--- src/rtl/servo_pkg.sv ---
// Shared constants and setpoint helper for the servo frame generator and the
// left/right PWM comparators.
package servo_pkg;

    localparam int CNTR_W = 12;
    localparam int X_W    = 11;

    localparam logic [X_W-1:0] X_MIN    = 11'd1000;
    localparam logic [X_W-1:0] X_MAX    = 11'd2000;
    localparam logic [X_W-1:0] X_CENTER = 11'd1500;

    // Offset an averaged sample into the setpoint range and clamp at the top.
    // One extra bit on the sum keeps the comparison honest for any sample width.
    function automatic logic [X_W-1:0] clamp_setpoint(input logic [X_W-1:0] avg);
        logic [X_W:0] raw;
        raw = {1'b0, avg} + {1'b0, X_MIN};
        if (raw > {1'b0, X_MAX}) begin
            return X_MAX;
        end else begin
            return raw[X_W-1:0];
        end
    endfunction

endpackage

--- src/rtl/servo_tick_gen.sv ---
// Prescaler producing a 1 us tick and the free-running PWM frame counter.
module servo_tick_gen
    import servo_pkg::*;
#(
    parameter int CLK_DIV     = 100,
    parameter int FRAME_TICKS = 3000
) (
    input  logic              clk,
    input  logic              rst,
    output logic              tick,
    output logic [CNTR_W-1:0] cntr_val,
    output logic              frame_start
);

    localparam int PRESC_W = (CLK_DIV > 1) ? $clog2(CLK_DIV) : 1;

    logic [PRESC_W-1:0] presc_r;
    logic [CNTR_W-1:0]  cntr_r;
    logic               frame_start_r;
    logic               tick_s;
    logic               last_tick_s;

    assign tick_s      = (presc_r == PRESC_W'(CLK_DIV - 1));
    assign last_tick_s = (cntr_r == CNTR_W'(FRAME_TICKS - 1));

    // Prescaler, frame counter and the wrap pulse that marks cntr_val returning to 0.
    always_ff @(posedge clk or posedge rst) begin
        if (rst) begin
            presc_r       <= {PRESC_W{1'b0}};
            cntr_r        <= {CNTR_W{1'b0}};
            frame_start_r <= 1'b0;
        end else begin
            if (tick_s) begin
                presc_r <= {PRESC_W{1'b0}};
                if (last_tick_s) begin
                    cntr_r <= {CNTR_W{1'b0}};
                end else begin
                    cntr_r <= cntr_r + CNTR_W'(1);
                end
            end else begin
                presc_r <= presc_r + PRESC_W'(1);
            end
            frame_start_r <= tick_s & last_tick_s;
        end
    end

    assign tick        = tick_s;
    assign cntr_val    = cntr_r;
    assign frame_start = frame_start_r;

endmodule

--- src/rtl/servo_frame_gen.sv ---
// Frame counter plus setpoint pipeline: 4-sample SPI average, offset/clamp into
// a pending register, committed to x_val only at frame wrap, with a stale-input
// fallback to centre.
module servo_frame_gen
    import servo_pkg::*;
#(
    parameter int CLK_DIV      = 100,
    parameter int FRAME_TICKS  = 3000,
    parameter int SAMPLE_W     = 10,
    parameter int AVG_LOG2     = 2,
    parameter int STALE_FRAMES = 16
) (
    input  logic                clk,
    input  logic                rst,
    input  logic [SAMPLE_W-1:0] spi_data,
    input  logic                spi_valid,
    output logic [CNTR_W-1:0]   cntr_val,
    output logic [X_W-1:0]      x_val,
    output logic                frame_start,
    output logic                overrun,
    output logic                stale
);

    localparam int ACC_W   = 12;
    localparam int ACNT_W  = AVG_LOG2;
    localparam int STALE_W = $clog2(STALE_FRAMES + 1);

    logic               tick_s;
    logic               wrap_s;
    logic               avg_done_s;
    logic               stale_force_s;
    logic [ACC_W-1:0]   sum_s;
    logic [X_W-1:0]     avg_s;

    logic [ACC_W-1:0]   acc_r,       acc_nxt_s;
    logic [ACNT_W-1:0]  acc_cnt_r,   acc_cnt_nxt_s;
    logic [X_W-1:0]     pending_r,   pending_nxt_s;
    logic               pending_vld_r, pending_vld_nxt_s;
    logic [STALE_W-1:0] stale_cnt_r, stale_cnt_nxt_s;
    logic               stale_r,     stale_nxt_s;
    logic [X_W-1:0]     x_r,         x_nxt_s;
    logic               overrun_r,   overrun_nxt_s;

    servo_tick_gen #(
        .CLK_DIV     (CLK_DIV),
        .FRAME_TICKS (FRAME_TICKS)
    ) u_tick_gen (
        .clk         (clk),
        .rst         (rst),
        .tick        (tick_s),
        .cntr_val    (cntr_val),
        .frame_start (frame_start)
    );

    // The edge on which cntr_val returns to 0 (and frame_start rises).
    assign wrap_s        = tick_s & (cntr_val == CNTR_W'(FRAME_TICKS - 1));
    assign avg_done_s    = spi_valid & (acc_cnt_r == {ACNT_W{1'b1}});
    assign sum_s         = acc_r + ACC_W'(spi_data);
    assign avg_s         = X_W'(sum_s >> AVG_LOG2);
    // A sample arriving on the would-be stale wrap keeps the input alive.
    assign stale_force_s = wrap_s & ~spi_valid & (stale_cnt_r == STALE_W'(STALE_FRAMES - 1));

    // Next-state for averager, pending slot, committed setpoint and stale tracking.
    always_comb begin
        acc_nxt_s         = acc_r;
        acc_cnt_nxt_s     = acc_cnt_r;
        pending_nxt_s     = pending_r;
        pending_vld_nxt_s = pending_vld_r;
        stale_cnt_nxt_s   = stale_cnt_r;
        stale_nxt_s       = stale_r;
        x_nxt_s           = x_r;
        overrun_nxt_s     = 1'b0;

        if (spi_valid) begin
            stale_cnt_nxt_s = {STALE_W{1'b0}};
            stale_nxt_s     = 1'b0;
        end else if (wrap_s && (stale_cnt_r != STALE_W'(STALE_FRAMES))) begin
            stale_cnt_nxt_s = stale_cnt_r + STALE_W'(1);
        end else begin
            stale_cnt_nxt_s = stale_cnt_r;
        end

        if (stale_force_s) begin
            x_nxt_s           = X_CENTER;
            stale_nxt_s       = 1'b1;
            pending_vld_nxt_s = 1'b0;
            acc_nxt_s         = {ACC_W{1'b0}};
            acc_cnt_nxt_s     = {ACNT_W{1'b0}};
        end else begin
            // Frame takes whatever was pending before this edge.
            if (wrap_s && pending_vld_r) begin
                x_nxt_s           = pending_r;
                pending_vld_nxt_s = 1'b0;
            end else begin
                x_nxt_s = x_r;
            end
            // A completed average always lands in the pending slot; overwriting
            // an unused value outside a wrap is reported as overrun.
            if (avg_done_s) begin
                pending_nxt_s     = clamp_setpoint(avg_s);
                pending_vld_nxt_s = 1'b1;
                acc_nxt_s         = {ACC_W{1'b0}};
                acc_cnt_nxt_s     = {ACNT_W{1'b0}};
                overrun_nxt_s     = pending_vld_r & ~wrap_s;
            end else if (spi_valid) begin
                acc_nxt_s     = sum_s;
                acc_cnt_nxt_s = acc_cnt_r + ACNT_W'(1);
            end else begin
                acc_nxt_s     = acc_r;
                acc_cnt_nxt_s = acc_cnt_r;
            end
        end
    end

    // State registers for the setpoint pipeline.
    always_ff @(posedge clk or posedge rst) begin
        if (rst) begin
            acc_r         <= {ACC_W{1'b0}};
            acc_cnt_r     <= {ACNT_W{1'b0}};
            pending_r     <= {X_W{1'b0}};
            pending_vld_r <= 1'b0;
            stale_cnt_r   <= {STALE_W{1'b0}};
            stale_r       <= 1'b0;
            x_r           <= X_CENTER;
            overrun_r     <= 1'b0;
        end else begin
            acc_r         <= acc_nxt_s;
            acc_cnt_r     <= acc_cnt_nxt_s;
            pending_r     <= pending_nxt_s;
            pending_vld_r <= pending_vld_nxt_s;
            stale_cnt_r   <= stale_cnt_nxt_s;
            stale_r       <= stale_nxt_s;
            x_r           <= x_nxt_s;
            overrun_r     <= overrun_nxt_s;
        end
    end

    assign x_val   = x_r;
    assign overrun = overrun_r;
    assign stale   = stale_r;

endmodule

--- config.mk ---
export PLATFORM = sky130hd
export DESIGN_NAME = servo_frame_gen
export DESIGN_NICKNAME = d
export VERILOG_FILES = /design/src/rtl/servo_pkg.sv /design/src/rtl/servo_tick_gen.sv /design/src/rtl/servo_frame_gen.sv
export SDC_FILE = /design/constraint.sdc
export NUM_CORES = 1
export LEC_CHECK = 0
export ABC_CLOCK_PERIOD_IN_PS = 6600
export CAP_MARGIN = 15
export CORE_UTILIZATION = 45
export DETAILED_ROUTE_END_ITERATION = 8
export PLACE_DENSITY = 0.71
export SLEW_MARGIN = 20
export SYNTH_ARGS = -nofsm -noshare
export SYNTH_HDL_FRONTEND = slang
export SYNTH_SLANG_ARGS = --single-unit
--- constraint.sdc ---
create_clock -name clk -period 6.6 [get_ports clk]
set_input_delay 1.65 -clock clk [delete_from_list [all_inputs] [get_ports clk]]
set_output_delay 1.65 -clock clk [all_outputs]
set_load 0.05 [all_outputs]
== Word-level counts from Yosys, hierarchy flattened ==
Cells that the tools add are included.

* Add/sub/neg operators: 6
* Order comparisons: 1
* Equality and inequality tests: 5
* Mux-type cells: 20
* Bitwise logic cells: 8
* Reductions and logical operators: 8

{| class="wikitable"
|+ Operator list
! operator !! count
|-
| $mux W12 || 4
|-
| $mux W11 || 3
|-
| $add A12 B1 Y12 const B || 1
|-
| $add A12 B10 Y12 || 1
|-
| $eq A12 B12 Y1 const B || 1
|-
| $add A10 B10 Y11 const B || 1
|-
| $gt A11 B11 Y1 const B || 1
|-
| $mux W5 || 2
|-
| $add A7 B1 Y7 const B || 1
|-
| $eq A7 B7 Y1 const B || 1
|-
| $mux W1 || 7
|-
| $mux W7 || 1
|-
| $mux W2 || 3
|-
| $reduce_bool A2 Y1 || 3
|-
| $reduce_bool A3 Y1 || 2
|-
| $add A5 B1 Y5 const B || 1
|-
| $and A1 B1 Y1 || 5
|-
| $eq A5 B4 Y1 const B || 1
|-
| $ne A5 B5 Y1 const B || 1
|-
| $not A1 Y1 || 3
|-
| $add A2 B1 Y2 const B || 1
|-
| $eq A2 B2 Y1 const B || 1
|-
| $logic_and A1 B1 Y1 || 2
|-
| $reduce_and A2 Y1 || 1
|}

* Register bits after elaboration: 64
* Input bits: 13
* Output and inout port bits: 26

== Depth between registers and ports, before layout ==
Gate-level depths: netlist of run 1.

* Word-level depth: 6
* Gate-level depth with buffers: 12
* Depth with buffers taken out: 12

== Cells and area by module ==
A second synthesis of run 1 with hierarchy kept.

* Cell total of the unflattened synthesis: 369
* Area total of the unflattened synthesis: 3723.6 sq um

{| class="wikitable"
|+ By module, submodules not included
! module !! times used !! cells each !! area an instance (sq um) !! sequential area each (sq um)
|-
| servo_frame_gen || 1 || 277 || 2753.9 || 1109.8
|-
| servo_tick_gen || 1 || 92 || 969.7 || 500.5
|}

== Least setup slack after synthesis of run 1 ==
Ideal clock, no wire load.

* Path type: in2reg
* Start: input spi_data[0]
* End: register pending_r[3]
* Arrival time: 4.162 ns
* Slack: 2.305 ns
* Cell stages on the path: 10
* Buffers on the path: 0
* Cells stage by stage: ha_1 -> fa_1 -> a21oi_4 -> o22ai_2 -> o41ai_4 -> xnor2_1 -> a2111o_1 -> mux2_4 -> a311oi_4 -> nor2_1

* Cells in the longest elaborated chain, start to end: 4

{| class="wikitable"
|+ Ends and longest elaborated chain
! element !! line !! source
|-
| start, declared || servo_frame_gen.sv:15 || <nowiki>input logic [SAMPLE_W-1:0] spi_data,</nowiki>
|-
| $add A12 B10 Y12 (*) || servo_frame_gen.sv:58 || <nowiki>assign sum_s = acc_r + ACC_W'(spi_data);</nowiki>
|-
| $add A10 B10 Y11 (*) || servo_pkg.sv:16 || <nowiki>raw = {1'b0, avg} + {1'b0, X_MIN};</nowiki>
|-
| $gt A11 B11 Y1 || servo_pkg.sv:17 || <nowiki>if (raw > {1'b0, X_MAX}) begin</nowiki>
|-
| $mux W11 (*) || servo_pkg.sv:17 ||
|-
| end signal, assigned || servo_frame_gen.sv:120 || <nowiki>pending_r <= {X_W{1'b0}};</nowiki>
|-
| end signal, assigned || servo_frame_gen.sv:129 || <nowiki>pending_r <= pending_nxt_s;</nowiki>
|-
| end, declared || servo_frame_gen.sv:37 || <nowiki>logic [X_W-1:0] pending_r, pending_nxt_s;</nowiki>
|}

Mark *: on every way between the ends. The rest lies on a longest branch, timed or not.
A chain may end at the register's enable or synchronous reset.

== Worst setup path in the final report of run 1 ==
* Start: input spi_data[0]
* End: register pending_r[4]

Same word-level chain as after synthesis.

==> metrics.md, run 1 <==
| Metric | Value |
|---|---|
| Status | `finished, final reports clean` |
| Total die area | `0.007960 mm^2` |
| Dpl hpwl | `4779 um` |
| Post-route clock period utilization | `71.04%` |
| Row cnt | `31` |
| Minimum clock period | `4.689 ns` |
| Worst vdd ir | `0.2077 mV` |
| Pin count of the biggest net entering global routing | `65` |
| Clock input transition at the sequential cells of the worst setup and hold paths | `0.07 ns` |
| # setup viols final | `0` |
| IO Pins | `39` |
| Finished Cell Area | `0.004073 mm^2` |
| Final ANT Viol Nets | `0` |
| Commonest non-fill, non-tap cell in the layout | `dfrtp_1` |
| Final #Nets | `405` |
| Arrival time of the worst setup path | `4.96 ns` |
| Worst-Margin Slew | `0.8332 ns` |
| Max cap viols | `0` |
| CTS tree | `done` |
| Vias in the first global route | `2499` |
| RSZ-0062 raised after global routing | `false` |
| First-pass DRT Iterations | `4` |
| FF/Latch Area | `0.001610 mm^2` |
| Horiz. Die Dim | `89.22 um` |
| Antenna diode count | `0` |
| Core Footprint | `0.007292 mm^2` |
| First-pass GRT wire length | `11420 um` |
| Yosys top cell area share | `41.67%` |
| Placed Instance Area | `0.003870 mm^2` |
| Maximum clock rate | `213.3 MHz` |
| Post-synth top flop | `dfrtp_1` |
| Sequential area share after synthesis | `47.04%` |
| Total CTS buffers | `9` |
| Placed Instances | `462` |
| Post_cts resized | `0` |
| Root Buffer | `clkbuf_8` |
| CTS Hold Buffers Added | `0` |
| Setup TNS | `0 ns` |
| End-of-flow core utilization | `55.85%` |
| Initial cell density of the core | `46.95%` |
| Finished Layout Cells | `478` |
| Netlist cell types | `53` |
| CTS max path bufs | `2` |
| Area grow syn2layout | `18.97%` |
| Setup crit end kind | `register` |
| Worst Setup Start Kind | `primary input` |
| Syn Std Cell Area | `0.003423 mm^2` |
| Syn nets | `367` |
| Final Skew | `0.008340 ns` |
| Via/cell ratio | `5.400` |
| CP required | `6.87 ns` |
| Final Slew Violations | `0` |
| Worst-path fanout max | `6` |
| Die H | `89.22 um` |
| Overall power | `1.520 mW` |
| Synth area leaders | `dfrtp_1 (42%), ha_1 (6.2%), dfstp_2 (5.4%), a22o_1 (3.8%), nor2_1 (3.6%)` |
| Dominant cell type by area after synthesis | `dfrtp_1` |
| Cells after Synth | `336` |
| Synth warn | `0` |
| Post-CTS Setup Repair Bufs | `0` |
| Commonest non-fill, non-tap cells in the layout | `dfrtp_1 (57), clkdlybuf4s50_1 (38), nor2_1 (33), nand2_1 (27), o21ai_0 (23)` |
| Worst-Skew Late Latency | `0.33 ns` |
| Sink Count | `64` |
| Fin. Hold Viols | `0` |
| Synth async-reset ratio | `100.0%` |
| Remaining DRCs | `0` |
| Type of the worst setup path | `primary input to register` |
| Synth Register Bits | `64` |
| Placer Congestion | `0.8929` |
| P_leak | `1.729 nW` |
| Routed length per instance | `13.93 um` |
| PD cells | `373.3 mW/mm^2` |
| Layout cells sized above 1 | `8.707%` |
| IO Port Bufs | `38` |
| GRT Resource Usage Total | `18.63%` |
| Total Routed Length | `6657 um` |
| H-tree depth | `3` |
| Multi-input gate area | `0.001718 mm^2` |
| Number of synthesized flops with an enable pin | `0` |
| Synth Area per Inst | `10.19 um^2` |
| DR iter-0 viols | `115` |
| Grt ovf | `0` |
| Worst slew margin | `44.34%` |
| Min-delay worst type | `register to register` |
| Vias | `2581` |
| # fillers | `684` |
| Antenna violations before repair | `0` |
[cells in the mapped netlist, types with 2 or more instances]
cell / instances
dfrtp_1: 57
nor2_1: 33
nand2_1: 27
o21ai_0: 23
a21oi_1: 20
ha_1: 17
a22o_1: 15
nand3_1: 15
xnor2_1: 13
xor2_1: 11
inv_1: 9
dfstp_2: 7
nand4_1: 7
o22a_1: 7
clkbuf_1: 6
nor3_1: 6
and3_1: 5
a21o_1: 4
and2_1: 4
nand2b_1: 4
buf_2: 3
mux2i_1: 3
o31ai_1: 3
or3_1: 3
a211oi_1: 2
buf_6: 2
nor2b_1: 2
o211ai_1: 2
o31a_1: 2
[state kept, by name (all words and copies together) (netlist names)]
register / count
acc_r: 12
u_tick_gen.cntr_val: 12
pending_r: 11
x_val: 11
u_tick_gen.presc_r: 7
stale_cnt_r: 5
acc_cnt_r: 2
overrun: 1
pending_vld_r: 1
stale: 1
u_tick_gen.frame_start: 1
[stage by stage]
| step | hold WS, ns | worst slack (ns) |
|---|---|---|
| CTS | 0.4602 | 1.927 |
| floorplan | 0.4329 | 2.305 |
| finish | 0.4555 | 1.911 |
| global route | 0.4777 | 1.698 |
| global placement | 0.4427 | 1.719 |
| detailed placement | 0.4503 | 1.580 |
[power breakdown]
part	internal, mW	switching (mW)	total [mW]
logic	0.280	0.393	0.674
registers	0.463	0.0493	0.512
clock network	0.194	0.141	0.335
[critical path, stage by stage]
cell	delay [ns]
clkdlybuf4s50_1	0.40
ha_1	0.22
fa_1	0.49
a21oi_4	0.17
o22ai_2	0.13
nor2_1	0.13
xnor2_1	0.15
ha_1	0.34
o41ai_1	0.10
a2111oi_0	0.43
o211ai_1	0.21
a311oi_4	0.37
a211o_1	0.16
[logic make-up after synthesis]
kind of cell	Yosys count	share of synthesized area, %
AOI/OAI and AO/OA	91	19.59
muxes	4	1.316
xor gates and xnor gates	24	6.140
and+or+nand+nor	114	16.23
DFF	64	47.04
adders and majority gates	18	6.798
buffers and inverters	21	2.887
[final cells by class]
type / instances / share of cell area (%)
Clock buffer: 13 / 3.902
Tap cell: 99 / 3.041
Multi-Input combinational cell: 251 / 42.18
Sequential cell: 64 / 39.54
Inverter: 9 / 0.8295
Clock inverter: 3 / 0.9831
Timing Repair Buffer: 39 / 9.524
[final timing paths]
check / slack [ns] / startpoint / depth (start not counted) / endpoint
max: 1.91 / spi_data[0] / 13 / pending_r[4]
max in group asynchronous: 4.20 / rst / 3 / acc_r[4]
max reg2reg: 3.26 / acc_r[0] / 12 / pending_r[4]
min reg2reg: 0.46 / u_tick_gen.presc_r[0] / 1 / u_tick_gen.presc_r[0]
min: 0.46 / u_tick_gen.presc_r[0] / 1 / u_tick_gen.presc_r[0]
min in group asynchronous: 1.89 / rst / 3 / u_tick_gen.presc_r[4]
[layer usage]
layer  vias up  GRT usage, %  share of wire, %
met1      1217         25.43                50
li1       1295             -                 -
met3        13         3.693               4.0
met2        56         29.29                44
met4         0         7.359               1.7
met5         -             0                 0
Note: power is estimated with default switching activity, not from simulation.
==> inputs of run 2 (changes only) <==
--- a/config.mk
+++ b/config.mk
@@ -5,11 +5,11 @@
 export SDC_FILE = /design/constraint.sdc
 export NUM_CORES = 1
 export LEC_CHECK = 0
-export ABC_CLOCK_PERIOD_IN_PS = 6600
+export ABC_CLOCK_PERIOD_IN_PS = 4100
 export CAP_MARGIN = 15
 export CORE_UTILIZATION = 45
 export DETAILED_ROUTE_END_ITERATION = 8
-export PLACE_DENSITY = 0.71
+export PLACE_DENSITY = 0.74
 export SLEW_MARGIN = 20
 export SYNTH_ARGS = -nofsm -noshare
 export SYNTH_HDL_FRONTEND = slang
==> constraint.sdc (replaced) <==
create_clock -name clk -period 4.1 [get_ports clk]
set_input_delay 1.025 -clock clk [delete_from_list [all_inputs] [get_ports clk]]
set_output_delay 1.025 -clock clk [all_outputs]
set_load 0.05 [all_outputs]
==> run 2 against run 1 <==
Sequential power up 61%; sequential share of layout area down 1.2 points; hold slack better by 0.034 ns; combinational power up 87%; routed wire length up 4.1%; die area unchanged; utilization up 1.8 points; setup slack worse by 1.7 ns; critical path depth unchanged; total power up 71%; non-clock buffer count up 18; final area up 3.3%.
==> metrics.md, run 2 (synthesized netlist as in run 1, its figures left out) <==
| Metric | Value |
|---|---|
| Status | `finished, final reports clean (unchanged)` |
| Reg2reg setup slack | `0.91 ns (was 3.26 ns)` |
| Minimum clock period | `3.907 ns` |
| Antenna diode count | `0 (unchanged)` |
| Vias | `2697 (was 2581)` |
| Final worst setup slack | `0.1926 ns (was 1.911 ns)` |
| Cell-by-cell trace of the critical path | `clkdlybuf4s50_1 -> ha_1 -> fa_1 -> a21oi_4 -> o22ai_2 -> nor2_2 -> xnor2_1 -> ha_1 -> o41ai_1 -> a2111oi_1 -> o211ai_1 -> a311oi_4 -> nor2_1 (was clkdlybuf4s50_1 -> ha_1 -> fa_1 -> a21oi_4 -> o22ai_2 -> nor2_1 -> xnor2_1 -> ha_1 -> o41ai_1 -> a2111oi_0 -> o211ai_1 -> a311oi_4 -> a211o_1)` |
| Worst vdd ir | `0.3238 mV (was 0.2077 mV)` |
| # fillers | `657 (was 684)` |
| Root Buffer | `clkbuf_8 (unchanged)` |
| Vias in the first global route | `2630 (was 2499)` |
| Final Skew | `0.007290 ns (was 0.008340 ns)` |
| Depth of the most critical reg-to-reg path | `12 (unchanged)` |
| Total CTS buffers | `9 (unchanged)` |
| Worst-path fanout max | `6 (unchanged)` |
| Cell repeated most along the worst path | `ha_1 (unchanged)` |
| GRT Resource Usage Total | `19.40% (was 18.63%)` |
| Row cnt | `31 (unchanged)` |
| Clock input transition at the sequential cells of the worst setup and hold paths | `0.07 ns (about the same)` |
| Worst Setup Start Kind | `primary input (unchanged)` |
| Die H | `89.22 um (unchanged)` |
| Final #Nets | `423 (was 405)` |
| Layout cells sized above 1 | `13.35% (was 8.707%)` |
| Worst-Skew Late Latency | `0.33 ns (about the same)` |
| Commonest non-fill, non-tap cells in the layout | `dfrtp_1 (57), clkdlybuf4s50_1 (38), nor2_1 (32), nand2_1 (27), o21ai_0 (23) (was dfrtp_1 (57), clkdlybuf4s50_1 (38), nor2_1 (33), nand2_1 (27), o21ai_0 (23))` |
| H-tree depth | `3 (unchanged)` |
| Worst path slowest cell | `a311oi_4 (was fa_1)` |
| CTS max path bufs | `2 (unchanged)` |
| Pin count of the biggest net entering global routing | `39 (was 65)` |
| Antenna violations before repair | `0 (unchanged)` |
| Horiz. Die Dim | `89.22 um (unchanged)` |
| Initial cell density of the core | `46.95% (unchanged)` |
| Worst-Margin Slew | `0.7557 ns (was 0.8332 ns)` |
| Core Footprint | `0.007292 mm^2 (unchanged)` |
| Final Slew Violations | `0 (unchanged)` |
| Min-delay worst type | `register to register (unchanged)` |
| Final ANT Viol Nets | `0 (unchanged)` |
| Placer Congestion | `0.8608 (was 0.8929)` |
| Total Routed Length | `6930 um (was 6657 um)` |
| Dpl hpwl | `5220 um (was 4779 um)` |
| First-pass DRT Iterations | `4 (unchanged)` |
| DR iter-0 viols | `100 (was 115)` |
| Max cap viols | `0 (unchanged)` |
| Maximum clock rate | `255.9 MHz` |
| Hold Crit Depth | `1 (unchanged)` |
| Overall power | `2.606 mW (was 1.520 mW)` |
| P_leak | `1.807 nW (was 1.729 nW)` |
| Fin. Hold Viols | `0 (unchanged)` |
| IO Port Bufs | `38 (unchanged)` |
| CTS tree | `done (unchanged)` |
| Commonest non-fill, non-tap cell in the layout | `dfrtp_1 (unchanged)` |
| CP max stage delay | `0.44 ns (was 0.49 ns)` |
| Arrival time of the worst setup path | `4.11 ns (was 4.96 ns)` |
| Post-route clock period utilization | `95.30%` |
| IO Pins | `39 (unchanged)` |
| PD cells | `619.7 mW/mm^2 (was 373.3 mW/mm^2)` |
| Setup crit end kind | `register (unchanged)` |
| Via/cell ratio | `5.438 (was 5.400)` |
| Remaining DRCs | `0 (unchanged)` |
| CP required | `4.31 ns (was 6.87 ns)` |
| Sink Count | `64 (unchanged)` |
| Grt ovf | `0 (unchanged)` |
| First-pass GRT wire length | `11890 um (was 11420 um)` |
| # setup viols final | `0 (unchanged)` |
| Total die area | `0.007960 mm^2 (unchanged)` |
| CTS Hold Buffers Added | `0 (unchanged)` |
| Area grow syn2layout | `22.84% (was 18.97%)` |
| Post-placement setup slack | `-0.1455 ns (was 1.580 ns)` |
| Type of the worst setup path | `primary input to register (unchanged)` |
| Worst slew margin | `49.54% (was 44.34%)` |
| Routed length per instance | `13.97 um (was 13.93 um)` |
| Post-CTS Setup Repair Bufs | `0 (unchanged)` |
[run 2: cell types whose count changed in the layout (fill, tap and decap cells not counted), sizes merged]
| cell | change |
|---|---|
| clkbuf | -4 |
| clkinv | +2 |
| clkinvlp | +2 |
| buf | +18 |
[run 2: path summary, 6_finish.rpt]
check / startpoint / to
worst min-delay path: u_tick_gen.presc_r[0] / u_tick_gen.presc_r[0]
min in group asynchronous: rst / u_tick_gen.presc_r[2]
worst max register to register: acc_r[0] / pending_r[5]
worst max-delay path: spi_data[0] / pending_r[5]
worst min register to register: u_tick_gen.presc_r[0] / u_tick_gen.presc_r[0]
max in group asynchronous: rst / acc_r[11]
[run 2: area by class of cell]
cell class	count	area (um^2)	share of cell area [%]
multi-input combinational	251	1718	40.85
sequential	64	1610	38.29
timing repair buffer	57	523.0	12.44
clock buffer	9	123.9	2.946
tap	99	123.9	2.946
clock inverter	7	72.57	1.726
inverter	9	33.78	0.8033
[run 2: per-stage QoR]
stage                     setup TNS, ns  area [um^2]  cells  utilization, %  hold WS (ns)
after floorplan                       0         3423    336               -        0.4329
after global placement          -0.3970         4005    480           54.92        0.4457
after detailed placement        -0.8012         4005    480           54.92        0.4706
after CTS                             0         4202    496           57.62        0.4979
after global routing            -0.1205         4205    496           57.67        0.4979
final                                 0         4205    496           57.67        0.4894
[run 2: repair_timing]
| action | in CTS | in global routing |
|---|---|---|
| endpoints found under the hold margin | 0 | 0 |
| setup endpoints to repair | 0 | 6 |
| gates resized for setup | 0 | 2 |
[run 2: where the power goes]
group / switching [mW] / internal (mW) / leakage (nW)
combinational: 0.672 / 0.589 / 0.903
sequential: 0.0780 / 0.744 / 0.810
clock: 0.242 / 0.280 / 0.0952
[run 2: critical path, delay by kind of cell]
kind,cells,cell delay (ns)
AO/OA/AOI/OAI,6,1.35
XOR/XNOR,1,0.13
adder cells (fa/ha/maj),3,1.00
buffers and inverters,1,0.40
AND/OR/NAND/NOR,2,0.21
[run 2: metal layers]
metal | vias to the layer above | global-route usage (%) | part of all wire (%)
li1 | 1324 | - | -
met1 | 1312 | 24.90 | 47
met2 | 53 | 33.52 | 49
met3 | 8 | 3.047 | 3.4
met4 | 0 | 6.494 | 0.91
met5 | - | 0 | 0
==> inputs of run 3 (changes only) <==
--- a/config.mk
+++ b/config.mk
@@ -9,6 +9,7 @@
 export CAP_MARGIN = 15
 export CORE_UTILIZATION = 45
 export DETAILED_ROUTE_END_ITERATION = 8
+export GPL_ROUTABILITY_DRIVEN = 0
 export PLACE_DENSITY = 0.74
 export SLEW_MARGIN = 20
 export SYNTH_ARGS = -nofsm -noshare
==> constraint.sdc (replaced) <==
create_clock -name clk -period 4.1 [get_ports clk]
set_input_delay 1.025 -clock clk [delete_from_list [all_inputs] [get_ports clk]]
set_output_delay 1.025 -clock clk [all_outputs]
set_load 0.02 [all_outputs]
==> run 3 against run 2 <==
Sequential power barely moved; routed wire length fell by 4.0%; die area did not move; via count fell by 1.3%; hold slack got worse by 0.027 ns; register-to-register slack improved by 0.02 ns; setup slack improved by 0.022 ns; sequential share of layout area fell by 0.38 points; flip-flop and latch count did not move; cell count rose by 0.40%; final area rose by 1.0%; utilization rose by 0.58 points; critical endpoint is now pending_r[4]; largest cell class unchanged; highest routed layer unchanged.
==> metrics.md, run 3 (synthesized netlist as in run 1, its figures left out) <==
| Metric | Value |
|---|---|
| First-pass DRT Iterations | `4 (unchanged)` |
| Total Routed Length | `6651 um (was 6930 um)` |
| Root Buffer | `clkbuf_8 (unchanged)` |
| Total CTS buffers | `9 (unchanged)` |
| Antenna diode count | `0 (unchanged)` |
| Switching Share | `37.72% (was 38.08%)` |
| Antenna violations before repair | `0 (unchanged)` |
| Placed Instances | `480 (unchanged)` |
| RSZ-0062 raised after global routing | `false` |
| Min-delay worst type | `register to register (unchanged)` |
| Maximum clock rate | `257.4 MHz (was 255.9 MHz)` |
| Part of the power in the clock network | `18.9% (was 20.0%)` |
| RR Endpoint | `pending_r[4] (was pending_r[5])` |
| P_leak | `1.819 nW (was 1.807 nW)` |
| IO Pins | `39 (unchanged)` |
| Minimum clock period | `3.886 ns (was 3.907 ns)` |
| Vias in the first global route | `2524 (was 2630)` |
| DR iter-0 viols | `149 (was 100)` |
| Finished Layout Cells | `498 (was 496)` |
| Status | `finished, final reports clean (unchanged)` |
| Final worst setup slack | `0.2143 ns (was 0.1926 ns)` |
| Final Slew Violations | `0 (unchanged)` |
| Worst Setup Start Kind | `primary input (unchanged)` |
| Setup crit end kind | `register (unchanged)` |
| Die H | `89.22 um (unchanged)` |
| Hold Crit Depth | `1 (unchanged)` |
| CP required | `4.37 ns (was 4.31 ns)` |
| Final Skew | `0.01140 ns (was 0.007290 ns)` |
| Final #Nets | `425 (was 423)` |
| Remaining DRCs | `0 (unchanged)` |
| Depth of the most critical reg-to-reg path | `12 (unchanged)` |
| Final ANT Viol Nets | `0 (unchanged)` |
| Clock input transition at the sequential cells of the worst setup and hold paths | `0.06 ns (was 0.07 ns)` |
| Core Footprint | `0.007292 mm^2 (unchanged)` |
| Post-route clock period utilization | `94.77% (was 95.30%)` |
| Overall power | `2.684 mW (was 2.606 mW)` |
| Vias | `2661 (was 2697)` |
| Area grow syn2layout | `24.09% (was 22.84%)` |
| First-pass GRT wire length | `11320 um (was 11890 um)` |
| Placed Instance Area | `0.004005 mm^2 (unchanged)` |
| Routed length per instance | `13.36 um (was 13.97 um)` |
| Finished Cell Area | `0.004248 mm^2 (was 0.004205 mm^2)` |
| Worst slew margin | `50.23% (was 49.54%)` |
| FF-to-FF Start | `acc_r[0] (unchanged)` |
| Worst-Margin Slew | `0.7404 ns (was 0.7557 ns)` |
| Internal | `1.671 mW (was 1.614 mW)` |
| Sequential Power Share | `30.7% (was 31.5%)` |
| Horiz. Die Dim | `89.22 um (unchanged)` |
| Type of the worst setup path | `primary input to register (unchanged)` |
| Combinational share of power | `50.5% (was 48.4%)` |
| Dpl hpwl | `5013 um (was 5220 um)` |
| Reg2reg setup slack | `0.93 ns (was 0.91 ns)` |
| Total die area | `0.007960 mm^2 (unchanged)` |
| Worst-path fanout max | `6 (unchanged)` |
| Row cnt | `31 (unchanged)` |
| Via/cell ratio | `5.343 (was 5.438)` |
| Pin count of the biggest net entering global routing | `38 (was 39)` |
| # setup viols final | `0 (unchanged)` |
| CTS Hold Buffers Added | `0 (unchanged)` |
| Commonest non-fill, non-tap cell in the layout | `dfrtp_1 (unchanged)` |
| Hold Crit Start | `u_tick_gen.presc_r[0] (unchanged)` |
| PD cells | `631.8 mW/mm^2 (was 619.7 mW/mm^2)` |
| Max cap viols | `0 (unchanged)` |
| Grt ovf | `0 (unchanged)` |
| Worst-Skew Late Latency | `0.34 ns (was 0.33 ns)` |
| WHS | `0.4622 ns (was 0.4894 ns)` |
| CTS tree | `done (unchanged)` |
| Psw | `1.012 mW (was 0.9924 mW)` |
| Sink Count | `64 (unchanged)` |
| Worst vdd ir | `0.5046 mV (was 0.3238 mV)` |
| IO Port Bufs | `38 (unchanged)` |
| Fin. Hold Viols | `0 (unchanged)` |
| Commonest non-fill, non-tap cells in the layout | `dfrtp_1 (57), clkdlybuf4s50_1 (38), nor2_1 (32), nand2_1 (27), o21ai_0 (23) (unchanged)` |
| Arrival time of the worst setup path | `4.16 ns (was 4.11 ns)` |
| Post-placement setup slack | `-0.1543 ns (was -0.1455 ns)` |
| GRT Resource Usage Total | `18.47% (was 19.40%)` |
| Hold endpoint | `u_tick_gen.presc_r[0] (unchanged)` |
| Layout cells sized above 1 | `15.04% (was 13.35%)` |
| Initial cell density of the core | `46.95% (unchanged)` |
| H-tree depth | `3 (unchanged)` |
| CTS max path bufs | `2 (unchanged)` |
-- run 3: routing by layer --
metal / part of all wire [%] / track usage (%)
met3: 4.1 / 4.063
met2: 46 / 31.09
met5: 0 / 0
met4: 1.5 / 6.494
met1: 48 / 23.52
-- run 3: layout make-up --
class	instances	area (um^2)
clock buffers	10	127.6
clock inverters	6	60.06
fillers	638	3044
inverters	9	33.78
multi-input cells	251	1754
flip-flops and latches	64	1610
well taps	99	123.9
repair buffers	59	538.0
-- run 3: worst max-delay path: stages --
cell	delay [ns]
clkdlybuf4s50_1	0.41
ha_2	0.20
fa_2	0.42
a21oi_4	0.21
o22ai_4	0.11
nor2_2	0.16
xnor2_2	0.11
ha_1	0.33
o41ai_2	0.10
a2111oi_2	0.34
o211ai_1	0.17
a311oi_4	0.43
a211o_1	0.15
-- run 3: power by group through the flow --
stage	Clock [mW]	Combinational, mW	Sequential, mW
6_report	0.506	1.35	0.823
2_1_floorplan	0	0.897	0.806
4_1_cts	0.523	1.26	0.823
5_1_grt	0.553	1.50	0.838
3_5_place_dp	0	1.26	0.829
3_3_place_gp	0	1.23	0.832
-- run 3: what timing repair did --
action / in CTS / in global routing
gates resized for setup: 0 / 9
setup buffers: 0 / 2
endpoints found under the setup margin: 0 / 6
-- run 3: metrics by stage --
stage,setup TNS (ns),util (%)
after floorplan,0,-
after global routing,0,58.25
final,0,58.25
after global placement,-0.2236,54.92
after CTS,0,57.50
after detailed placement,-0.8507,54.92
-- run 3: worst max path at each step --
stage	slack, ns	cells after the start	to	from
after global placement	-0.05	13	pending_r[3]	spi_data[0]
after global routing	0.08	13	pending_r[3]	spi_data[0]
after floorplan	0.43	10	pending_r[3]	spi_data[0]
after detailed placement	-0.15	13	pending_r[3]	spi_data[0]
final	0.21	13	pending_r[4]	spi_data[0]
after CTS	0.19	13	pending_r[3]	spi_data[0]
==> patch, RTL diff (settings of run 2) <==
Reset style: synchronous (`rst`), changed in 2 clocked blocks.
--- a/src/rtl/servo_tick_gen.sv
+++ b/src/rtl/servo_tick_gen.sv
@@ -24,7 +24,7 @@
     assign last_tick_s = (cntr_r == CNTR_W'(FRAME_TICKS - 1));
 
     // Prescaler, frame counter and the wrap pulse that marks cntr_val returning to 0.
-    always_ff @(posedge clk or posedge rst) begin
+    always_ff @(posedge clk) begin
         if (rst) begin
             presc_r       <= {PRESC_W{1'b0}};
             cntr_r        <= {CNTR_W{1'b0}};
--- a/src/rtl/servo_frame_gen.sv
+++ b/src/rtl/servo_frame_gen.sv
@@ -113,7 +113,7 @@
     end
 
     // State registers for the setpoint pipeline.
-    always_ff @(posedge clk or posedge rst) begin
+    always_ff @(posedge clk) begin
         if (rst) begin
             acc_r         <= {ACC_W{1'b0}};
             acc_cnt_r     <= {ACNT_W{1'b0}};
Function: differs if rst is asserted again (counterexample within 10 cycles, from zero or initial values and one cycle with rst high); with rst held inactive, the same outputs for 10 cycles.
==> patch against run 2 <==
- sequential cell count stayed put
- first-iteration DRC count is 23% higher
- critical path type unchanged
- cell area is 0.45% lower
- highest routed layer unchanged
- routed wire length increased by 4.6%
- clock skew is 0.0023 ns higher
- cell count up 9.3%
- area after synthesis decreased by 1.9%
- register-to-register slack improved by 0.15 ns
- setup slack gained 0.076 ns
Power is not compared: it rests on default switching activity, and its combinational part moved more than twofold at a synthesized area within 25%.
==> patch: results (changes against run 2) <==
| Metric | Value |
|---|---|
| Area grow syn2layout | 24.7% (was 22.8%) |
| Cell family contributing the most delay on the critical path | simple AND/OR/NAND/NOR gates (was compound AO/OA/AOI/OAI gates) |
| Commonest cells post-synth | dfxtp_1, nor2_1, nand2_1 (was dfrtp_1, nor2_1, nand2_1) |
| Nets | 469 (was 423) |
| Compound-Gate Fraction of Synth Area | 0.149 (was 0.196) |
| DR iter-0 viols | 123 (was 100) |
| Layout cells sized above 1 | 0.106 (was 0.134) |
| Largest net degree at the start of global routing | 21 (was 39) |
| Vias in the first global route | 2,570 (was 2,630) |
| IO buf count | 38 (unchanged) |
| Critical path peak fanout | 3 (was 6) |
| GRT Util Overall | 0.201 (was 0.194) |
| Area contributors post-synth | dfxtp_1, ha_1, mux2i_1 (was dfrtp_1, ha_1, dfstp_2) |
| Later-pin clock latency in the skew report | around 0.34 ns |
| Ys async rst share | 0 (was 1.00) |
| Adder-Cell Fraction of Synth Area | 0.0693 (was 0.0680) |
| DR vias/cell | 5.31 (was 5.44) |
| Leak pwr | 0.00165 µW |
| Routing usage on met3 | 0.0569 (was 0.0305) |
| First-pass GRT wire length | 12,100 µm (was 11,900 µm) |
| CP max-delay cell | or4_4 (was a311oi_4) |
| DRT Wirelength | 7250 µm (was 6930 µm) |
| Critical Path AT | 4.07 ns (was 4.11 ns) |
| Yosys Warn Count | 0 (unchanged) |
| # fillers | 664 (was 657) |
| Skew final | 0.00955 ns (was 0.00729 ns) |
| Sequential-to-total area share from yosys stat | 0.382 (was 0.470) |
| Mux contribution to synthesized area | 0.0537 (was 0.0132) |
| CTS Buf Count | 9 (unchanged) |
| Syn Nets | 416 (was 367) |
| Post-DP HPWL | 5290 µm (was 5220 µm) |
| Xor-xnor portion of the synthesized cell area | 0.0704 (was 0.0614) |
| Met2 global-route usage | 0.296 (was 0.335) |
| CTS H-Tree Depth | 3 (unchanged) |
| Largest stage delay on the critical path | 0.54 ns (was 0.44 ns) |
| Pre-Repair DR Iteration Count | 4 (unchanged) |
| Initial antenna violation count | 0 (unchanged) |
| Status | finished clean (unchanged) |
| Post-DP Area | 0.00395 mm² (was 0.00401 mm²) |
| Post-synth cell types | 58 (was 53) |
| # diodes | 0 (unchanged) |
| Grt total ovfl | 0 (unchanged) |
| GP Congestion | 0.875 (was 0.861) |
| Met1 usage | 0.281 (was 0.249) |
| Place WS | -0.216 ns (was -0.146 ns) |
| Slew margin rel. | 0.620 (was 0.495) |
## patch: path summary, 6_finish.rpt
check,from,to,slack (ns),depth (start not counted)
setup / recovery,spi_data[0],pending_r[9]$_SDFFE_PP0P_,0.27,13
hold / removal,x_val[5]$_SDFFE_PP0P_,x_val[5]$_SDFFE_PP0P_,0.46,2
hold reg to reg,x_val[5]$_SDFFE_PP0P_,x_val[5]$_SDFFE_PP0P_,0.46,2
setup reg to reg,acc_r[0]$_SDFFE_PP0P_,pending_r[9]$_SDFFE_PP0P_,1.06,12
## patch: report_power, final
| group | internal [µW] | switching (µW) | total [µW] |
|---|---|---|---|
| combinational | 211 | 237 | 448 |
| sequential | 646 | 16.6 | 662 |
| clock | 402 | 252 | 654 |
| total | 1260 | 506 | 1760 |
## patch: layout make-up
cell class / count / area share
multi-input cells: 293 / 0.471
well taps: 99 / 0.0296
flip-flops and latches: 64 / 0.306
inverters: 12 / 0.0108
clock inverters: 6 / 0.0257
repair buffers: 58 / 0.127
clock buffers: 10 / 0.0305
## patch: what timing repair did
item,4_1_cts,5_1_grt
gates resized for setup,0,3
endpoints found under the hold margin,0,0
setup buffers,0,0
endpoints found under the setup margin,0,8
## patch: stage by stage
stage	hold slack [ns]	instances
floorplan	0.418	385
detailed placement	0.447	526
global route	0.472	542
global placement	0.431	526
finish	0.457	542
CTS	0.457	542
## patch: cells by family (layout without fill, tap and decap cells)
family / count (synthesis) / in the layout
compound gates: 70 / 70
flops: 64 / 64
simple gates: 160 / 160
xor+xnor: 27 / 27
mux: 18 / 18
buf+inv: 28 / 86
fa+ha+maj: 18 / 18
## patch: layer usage
layer  part of all wire  wire length, µm
met5                  0                0
met4              0.018              131
met3              0.045              325
met2               0.43             3110
met1               0.51             3680
